### src/rtl/otter_iobus_uart_tx.sv
// OTTER IOBUS memory-mapped 8N1 UART transmitter with a small TX FIFO.
// Define UART_TXIRQ_EN to build the CTRL register and the transmit-done interrupt pulse.
module otter_iobus_uart_tx #(
    parameter int unsigned CLK_RATE   = 50,
    parameter int unsigned BAUD       = 115200,
    parameter int unsigned FIFO_DEPTH = 8,
    parameter logic [31:0] BASE_ADDR  = 32'h1100_0040
) (
    input  logic        CLK,
    input  logic        RST,
    input  logic [31:0] IOBUS_ADDR,
    input  logic [31:0] IOBUS_OUT,
    input  logic        IOBUS_WR,
    output logic [31:0] RD_DATA,
    output logic        UART_TXD,
    output logic        TX_IRQ
);

    localparam int unsigned DIV = (CLK_RATE * 1000000) / BAUD;
    localparam int unsigned BCW = (DIV > 1) ? $clog2(DIV) : 1;
    localparam int unsigned PW  = $clog2(FIFO_DEPTH);
    localparam int unsigned CW  = PW + 1;
    localparam logic [BCW-1:0] DIV_M1  = BCW'(DIV - 1);
    localparam logic [CW-1:0]  DEPTH_C = CW'(FIFO_DEPTH);

    typedef enum logic [1:0] {StIdle, StStart, StData, StStop} state_e;

    state_e         state_q, state_d;
    logic [BCW-1:0] bcnt_q, bcnt_d;
    logic [2:0]     idx_q, idx_d;
    logic [7:0]     shift_q, shift_d;
    logic           txd_q, txd_d;
    logic [7:0]     mem_q [FIFO_DEPTH];
    logic [PW-1:0]  wptr_q, rptr_q;
    logic [CW-1:0]  count_q, count_d;
    logic           ovr_q, ovr_d;

    logic sel_data, sel_stat, full, empty, busy, push, pop, drained;

    assign sel_data = (IOBUS_ADDR == BASE_ADDR);
    assign sel_stat = (IOBUS_ADDR == BASE_ADDR + 32'h4);
    assign full     = (count_q == DEPTH_C);
    assign empty    = (count_q == '0);
    assign busy     = (state_q != StIdle);
    // FULL is judged on the pre-edge count, so a push while full is dropped even with a pop
    assign push     = IOBUS_WR && sel_data && !full;

    always_comb begin
        state_d = state_q;
        bcnt_d  = bcnt_q;
        idx_d   = idx_q;
        shift_d = shift_q;
        pop     = 1'b0;
        drained = 1'b0;
        unique case (state_q)
            StIdle: begin
                if (!empty) begin
                    pop     = 1'b1;
                    shift_d = mem_q[rptr_q];
                    bcnt_d  = DIV_M1;
                    state_d = StStart;
                end
            end
            StStart: begin
                if (bcnt_q == '0) begin
                    bcnt_d  = DIV_M1;
                    idx_d   = 3'd0;
                    state_d = StData;
                end else begin
                    bcnt_d = bcnt_q - BCW'(1);
                end
            end
            StData: begin
                if (bcnt_q == '0) begin
                    bcnt_d = DIV_M1;
                    if (idx_q == 3'd7) begin
                        state_d = StStop;
                    end else begin
                        idx_d = idx_q + 3'd1;
                    end
                end else begin
                    bcnt_d = bcnt_q - BCW'(1);
                end
            end
            StStop: begin
                if (bcnt_q == '0) begin
                    if (!empty) begin
                        pop     = 1'b1;
                        shift_d = mem_q[rptr_q];
                        bcnt_d  = DIV_M1;
                        state_d = StStart;
                    end else begin
                        drained = 1'b1;
                        state_d = StIdle;
                    end
                end else begin
                    bcnt_d = bcnt_q - BCW'(1);
                end
            end
            default: state_d = StIdle;
        endcase

        // Line level is registered from the next state to keep the pin glitch-free
        unique case (state_d)
            StStart: txd_d = 1'b0;
            StData:  txd_d = shift_d[idx_d];
            default: txd_d = 1'b1;
        endcase
    end

    always_comb begin
        count_d = count_q;
        if (push && !pop) begin
            count_d = count_q + CW'(1);
        end else if (pop && !push) begin
            count_d = count_q - CW'(1);
        end
        ovr_d = ovr_q;
        if (IOBUS_WR && sel_data && full) begin
            ovr_d = 1'b1;
        end else if (IOBUS_WR && sel_stat && IOBUS_OUT[3]) begin
            ovr_d = 1'b0;
        end
    end

    always_ff @(posedge CLK) begin
        if (push) begin
            mem_q[wptr_q] <= IOBUS_OUT[7:0];
        end
    end

    always_ff @(posedge CLK) begin
        if (RST) begin
            state_q <= StIdle;
            bcnt_q  <= '0;
            idx_q   <= '0;
            shift_q <= '0;
            txd_q   <= 1'b1;
            wptr_q  <= '0;
            rptr_q  <= '0;
            count_q <= '0;
            ovr_q   <= 1'b0;
        end else begin
            state_q <= state_d;
            bcnt_q  <= bcnt_d;
            idx_q   <= idx_d;
            shift_q <= shift_d;
            txd_q   <= txd_d;
            wptr_q  <= push ? wptr_q + PW'(1) : wptr_q;
            rptr_q  <= pop ? rptr_q + PW'(1) : rptr_q;
            count_q <= count_d;
            ovr_q   <= ovr_d;
        end
    end

    assign UART_TXD = txd_q;

    logic unused_wdata;
    assign unused_wdata = ^IOBUS_OUT[31:8];

`ifdef UART_TXIRQ_EN
    logic sel_ctrl, irq_en_q, irq_q;
    assign sel_ctrl = (IOBUS_ADDR == BASE_ADDR + 32'h8);

    always_ff @(posedge CLK) begin
        if (RST) begin
            irq_en_q <= 1'b0;
            irq_q    <= 1'b0;
        end else begin
            if (IOBUS_WR && sel_ctrl) begin
                irq_en_q <= IOBUS_OUT[0];
            end
            irq_q <= drained && irq_en_q;
        end
    end

    assign TX_IRQ = irq_q;

    always_comb begin
        RD_DATA = '0;
        if (sel_stat) begin
            RD_DATA = {17'b0, 7'(count_q), 4'b0, ovr_q, busy, empty, full};
        end else if (sel_ctrl) begin
            RD_DATA = {31'b0, irq_en_q};
        end
    end
`else
    logic unused_drained;
    assign unused_drained = drained;
    assign TX_IRQ = 1'b0;

    always_comb begin
        RD_DATA = '0;
        if (sel_stat) begin
            RD_DATA = {17'b0, 7'(count_q), 4'b0, ovr_q, busy, empty, full};
        end
    end
`endif

endmodule

### config.mk
export PLATFORM = sky130hd
export DESIGN_NAME = otter_iobus_uart_tx
export DESIGN_NICKNAME = d
export VERILOG_FILES = /design/src/rtl/otter_iobus_uart_tx.sv
export SDC_FILE = /design/constraint.sdc
export NUM_CORES = 1
export LEC_CHECK = 0
export ABC_CLOCK_PERIOD_IN_PS = 3200
export CAP_MARGIN = 40
export CELL_PAD_IN_SITES_DETAIL_PLACEMENT = 1
export CELL_PAD_IN_SITES_GLOBAL_PLACEMENT = 1
export CORE_MARGIN = 2
export CORE_UTILIZATION = 38
export CTS_BUF_LIST = sky130_fd_sc_hd__clkbuf_8
export DETAILED_ROUTE_END_ITERATION = 6
export PLACE_DENSITY = 0.78
export SLEW_MARGIN = 20
export SYNTH_ARGS = -nofsm -noshare
export SYNTH_HDL_FRONTEND = slang
export SYNTH_SLANG_ARGS = --single-unit
### constraint.sdc
create_clock -name CLK -period 3.2 [get_ports CLK]
set_input_delay 0.8 -clock CLK [delete_from_list [all_inputs] [get_ports CLK]]
set_output_delay 0.8 -clock CLK [all_outputs]
set_load 0.005 [all_outputs]
==> results <==
==> stage by stage <==
step,instances,power (mW)
3_3_place_gp,620,2.873
3_5_place_dp,620,2.946
6_report,642,3.726
2_1_floorplan,418,2.580
4_1_cts,639,3.716
5_1_grt,642,3.953
==> metal layers <==
| metal | global-route usage [%] | wire (um) |
|---|---|---|
| met5 | 0 | 0 |
| met3 | 2.354 | 528 |
| met2 | 29.16 | 5815 |
| met4 | 7.381 | 133 |
| met1 | 19.80 | 4399 |
==> cells in the final DEF, fill, tap and decap left out, types with 3 or more instances in the layout <==
cell type,netlist,routed
edfxtp_1,64,64
nor2_1,51,50
dfxtp_1,37,37
buf_4,25,27
conb_1,1,25
mux2i_1,22,22
dlymetal6s2s_1,0,20
clkdlybuf4s50_1,0,19
a22oi_1,15,15
a21oi_1,14,12
nand2_1,12,12
nor3_1,12,11
inv_1,10,9
ha_1,12,9
clkbuf_8,0,9
mux4_2,8,8
o21ai_0,7,7
and3_1,7,6
nor2b_1,6,6
buf_2,6,6
a31oi_1,5,5
nand2b_1,5,5
mux2_2,5,5
nor4b_4,1,4
and2_1,5,4
a32oi_1,4,4
xnor2_1,4,4
dlygate4sd2_1,0,4
nor4_2,0,3
a21o_1,3,3
xor2_1,3,3
a211oi_1,3,3
ha_4,0,3
buf_6,0,3
==> power by group through the flow <==
stage	combinational (mW)	clock, mW	sequential, mW
6_report	1.32	0.757	1.64
5_1_grt	1.47	0.816	1.66
4_1_cts	1.30	0.776	1.64
3_5_place_dp	1.27	0	1.67
3_3_place_gp	1.21	0	1.66
2_1_floorplan	0.963	0	1.62
==> logic make-up (layout without fill, tap and decap cells) <==
group / after synthesis / count (layout)
DFF: 101 / 101
AOI/OAI and AO/OA: 64 / 64
other: 1 / 25
and+or+nand+nor: 122 / 122
adders and majority gates: 13 / 13
buffers and inverters: 50 / 106
xor gates and xnor gates: 7 / 7
muxes: 36 / 36
==> registers in the layout, indices dropped and copies added (netlist names), named ones only <==
register	cells
UART_TXD	1
shift_q	8
count_q	4
idx_q	3
bcnt_q	9
wptr_q	3
mem_q	64
state_q	2
rptr_q	3
ovr_q	1
==> path summary, 6_finish.rpt <==
path                             end  depth (start not counted)             startpoint
max                       RD_DATA[9]                          8         IOBUS_ADDR[19]
max reg2reg  count_q[3]$_SDFFE_PP0P_                         14   bcnt_q[0]$_SDFF_PP0_
min            shift_q[2]$_SDFF_PP0_                          2  shift_q[2]$_SDFF_PP0_
min reg2reg    shift_q[2]$_SDFF_PP0_                          2  shift_q[2]$_SDFF_PP0_
==> cell type report <==
class	count	share of cell area (%)
multi-input combinational	267	34.74
inverter	10	0.6795
clock inverter	7	0.9556
tap	168	3.568
sequential	101	45.19
timing repair buffer	80	12.76
clock buffer	9	2.102
==> worst register-to-register path, stage by stage, from the launching register on <==
cell and delay (ns):
dfxtp_1 0.35, inv_1 0.14, ha_1 0.17, nor4b_4 0.34, a31oi_1 0.20, nor3_2 0.25
inv_1 0.12, ha_4 0.19, inv_4 0.06, ha_4 0.19, a21o_1 0.17, a21oi_2 0.13
xnor2_1 0.11, or3_4 0.38, a21oi_2 0.11
==> timing repair <==
action,4_1_cts,5_1_grt
setup buffers,3,3
gates resized for setup,42,38
setup endpoints to repair,9,10
pin swaps,9,17
cloned,0,0
==> flow_metrics.tcl <==
set metrics [dict create \
    synthesis.area_um2 4773 \
    cp_cell_sequence "clkdlybuf4s50_1, nor3_1, nand4_1, nor2_2, buf_6, buf_6, and3_4, buf_6" \
    fin_util_pct 48.65 \
    crit_fanout 5 \
    clockBufferDepth 2 \
    ant_nets 0 \
    htree_levels 3 \
    drt_first_iter_violations 117 \
    synth_xor_area_share_pct 1.284 \
    p_leak_nw 2.293 \
    grt_pass1_wl_mm 16.75 \
    antenna_found_initial 0 \
    ctsRootBufferMaster "clkbuf_8" \
    vias 3288 \
    ys.flop_type "edfxtp_1" \
    final_max_slew_viol_count 0 \
    finalCritPeriodShare_pct 96.24 \
    synth.most_common_cell "edfxtp_1" \
    whs_ns 0.5017 \
    area_delta_synth_final_pct 23.43 \
    drive_above_1_share_pct 19.62 \
    syn_inst 394 \
    wire_per_inst_um 16.94 \
    worst-path-buf-inv 4 \
    fin_tns_setup_ns 0 \
    netlist_top_cells_count "edfxtp_1 (64), nor2_1 (51), dfxtp_1 (37), buf_4 (25), mux2i_1 (22)" \
    syn_area_per_cell_um2 12.12 \
    regArea_um2 2663 \
    drc 0 \
    first_pass_iters 5 \
    max_slew_margin_pct 51.03 \
    cts.clk_slew.worst_paths_ns 0.09 \
    period_minus_slack_ns 3.080 \
    wl_mm 10.88 \
    setup_violations 0 \
    synth_compound_area_share_pct 9.567 \
    max_freq_mhz 324.7 \
    place_hpwl_mm 7.450 \
    start_util_pct 39.41 \
    port_buffers 51 \
    cellPowerDensity_nw_per_um2 632.4 \
    switching_share_pct 36.30 \
    clkSinkCount 101 \
    tightest_slew_ns 0.7330 \
    synth_top_family_by_area "simple AND/OR/NAND/NOR gates" \
    synth_cell_types 53 \
    ir_drop_uv 229.5 \
    power.switching_mw 1.352 \
    arrival_ns 2.28 \
    io-pin-count 101 \
    fin_skew_ns 0.01040 \
    numCtsBuffers 9 \
    hold_viol 0 \
    grt_remaining_overflow 0 \
    crit_type "in -> out" \
    crit_top_cell "buf_6" \
    core_area_um2 12110 \
    dpl-instance-area_um2 5505 \
    worst_slack_ns 0.1203 \
    synthSimpleGateAreaFrac_pct 13.87 \
    dieWidth_um 116.1 \
    cell_internal_pwr_mw 2.373 \
    die_h_um 116.1 \
    drv_cap 0 \
    final_area_um2 5892 \
    fill_cells 1320 \
    synth.top_cell.area_share_pct 40.26 \
    antenna_cells 0 \
    tritoncts "done" \
    muxShareOfSynthArea_pct 9.803 \
    grt_start_max_net_pins 29 \
    place_ws_ns -0.4851 \
    endpoint_kind "primary output" \
    synth_edf_count 64 \
    r2r_slack_ns 0.25 \
    slowest_stage "clkdlybuf4s50_1" \
    cp_top_family "simple AND/OR/NAND/NOR gates" \
    yosysSeqAreaShare_pct 55.78 \
    start_kind "primary input" \
    power_frac_clock_pct 20.3 \
    yosys.area.top_type "edfxtp_1" \
    vias_per_cell 5.121 \
    place_congestion 0.7737 \
    nNetsFinal 549 \
    clk_latency_ns 0.37 \
    hold_class "reg -> reg" \
    comb_power_share_pct 35.6 \
    synthArstFlopShare_pct 0 \
    holdBufCountCts 0 \
    multi_input_area_um2 2047 \
    p_seq_share_pct 44.1 \
    yosysWarningCount 0 \
    status "complete, no violations" \
    synth.area.top_cells "edfxtp_1 (40%), dfxtp_1 (16%), mux2i_1 (4.6%), nor2_1 (4.0%), buf_4 (3.9%)" \
    synthAdderAreaFrac_pct 3.565 \
    grt.total_usage_pct 16.42 \
    die_area_um2 13470 \
    grt_pass1_vias 3399 \
    synth-seq-cells 101 \
    cp_slowest_stage_delay_ns 0.41 \
    rows 40 \
    required_ns 2.40 \
]
Note: power is estimated with default switching activity, not from simulation.
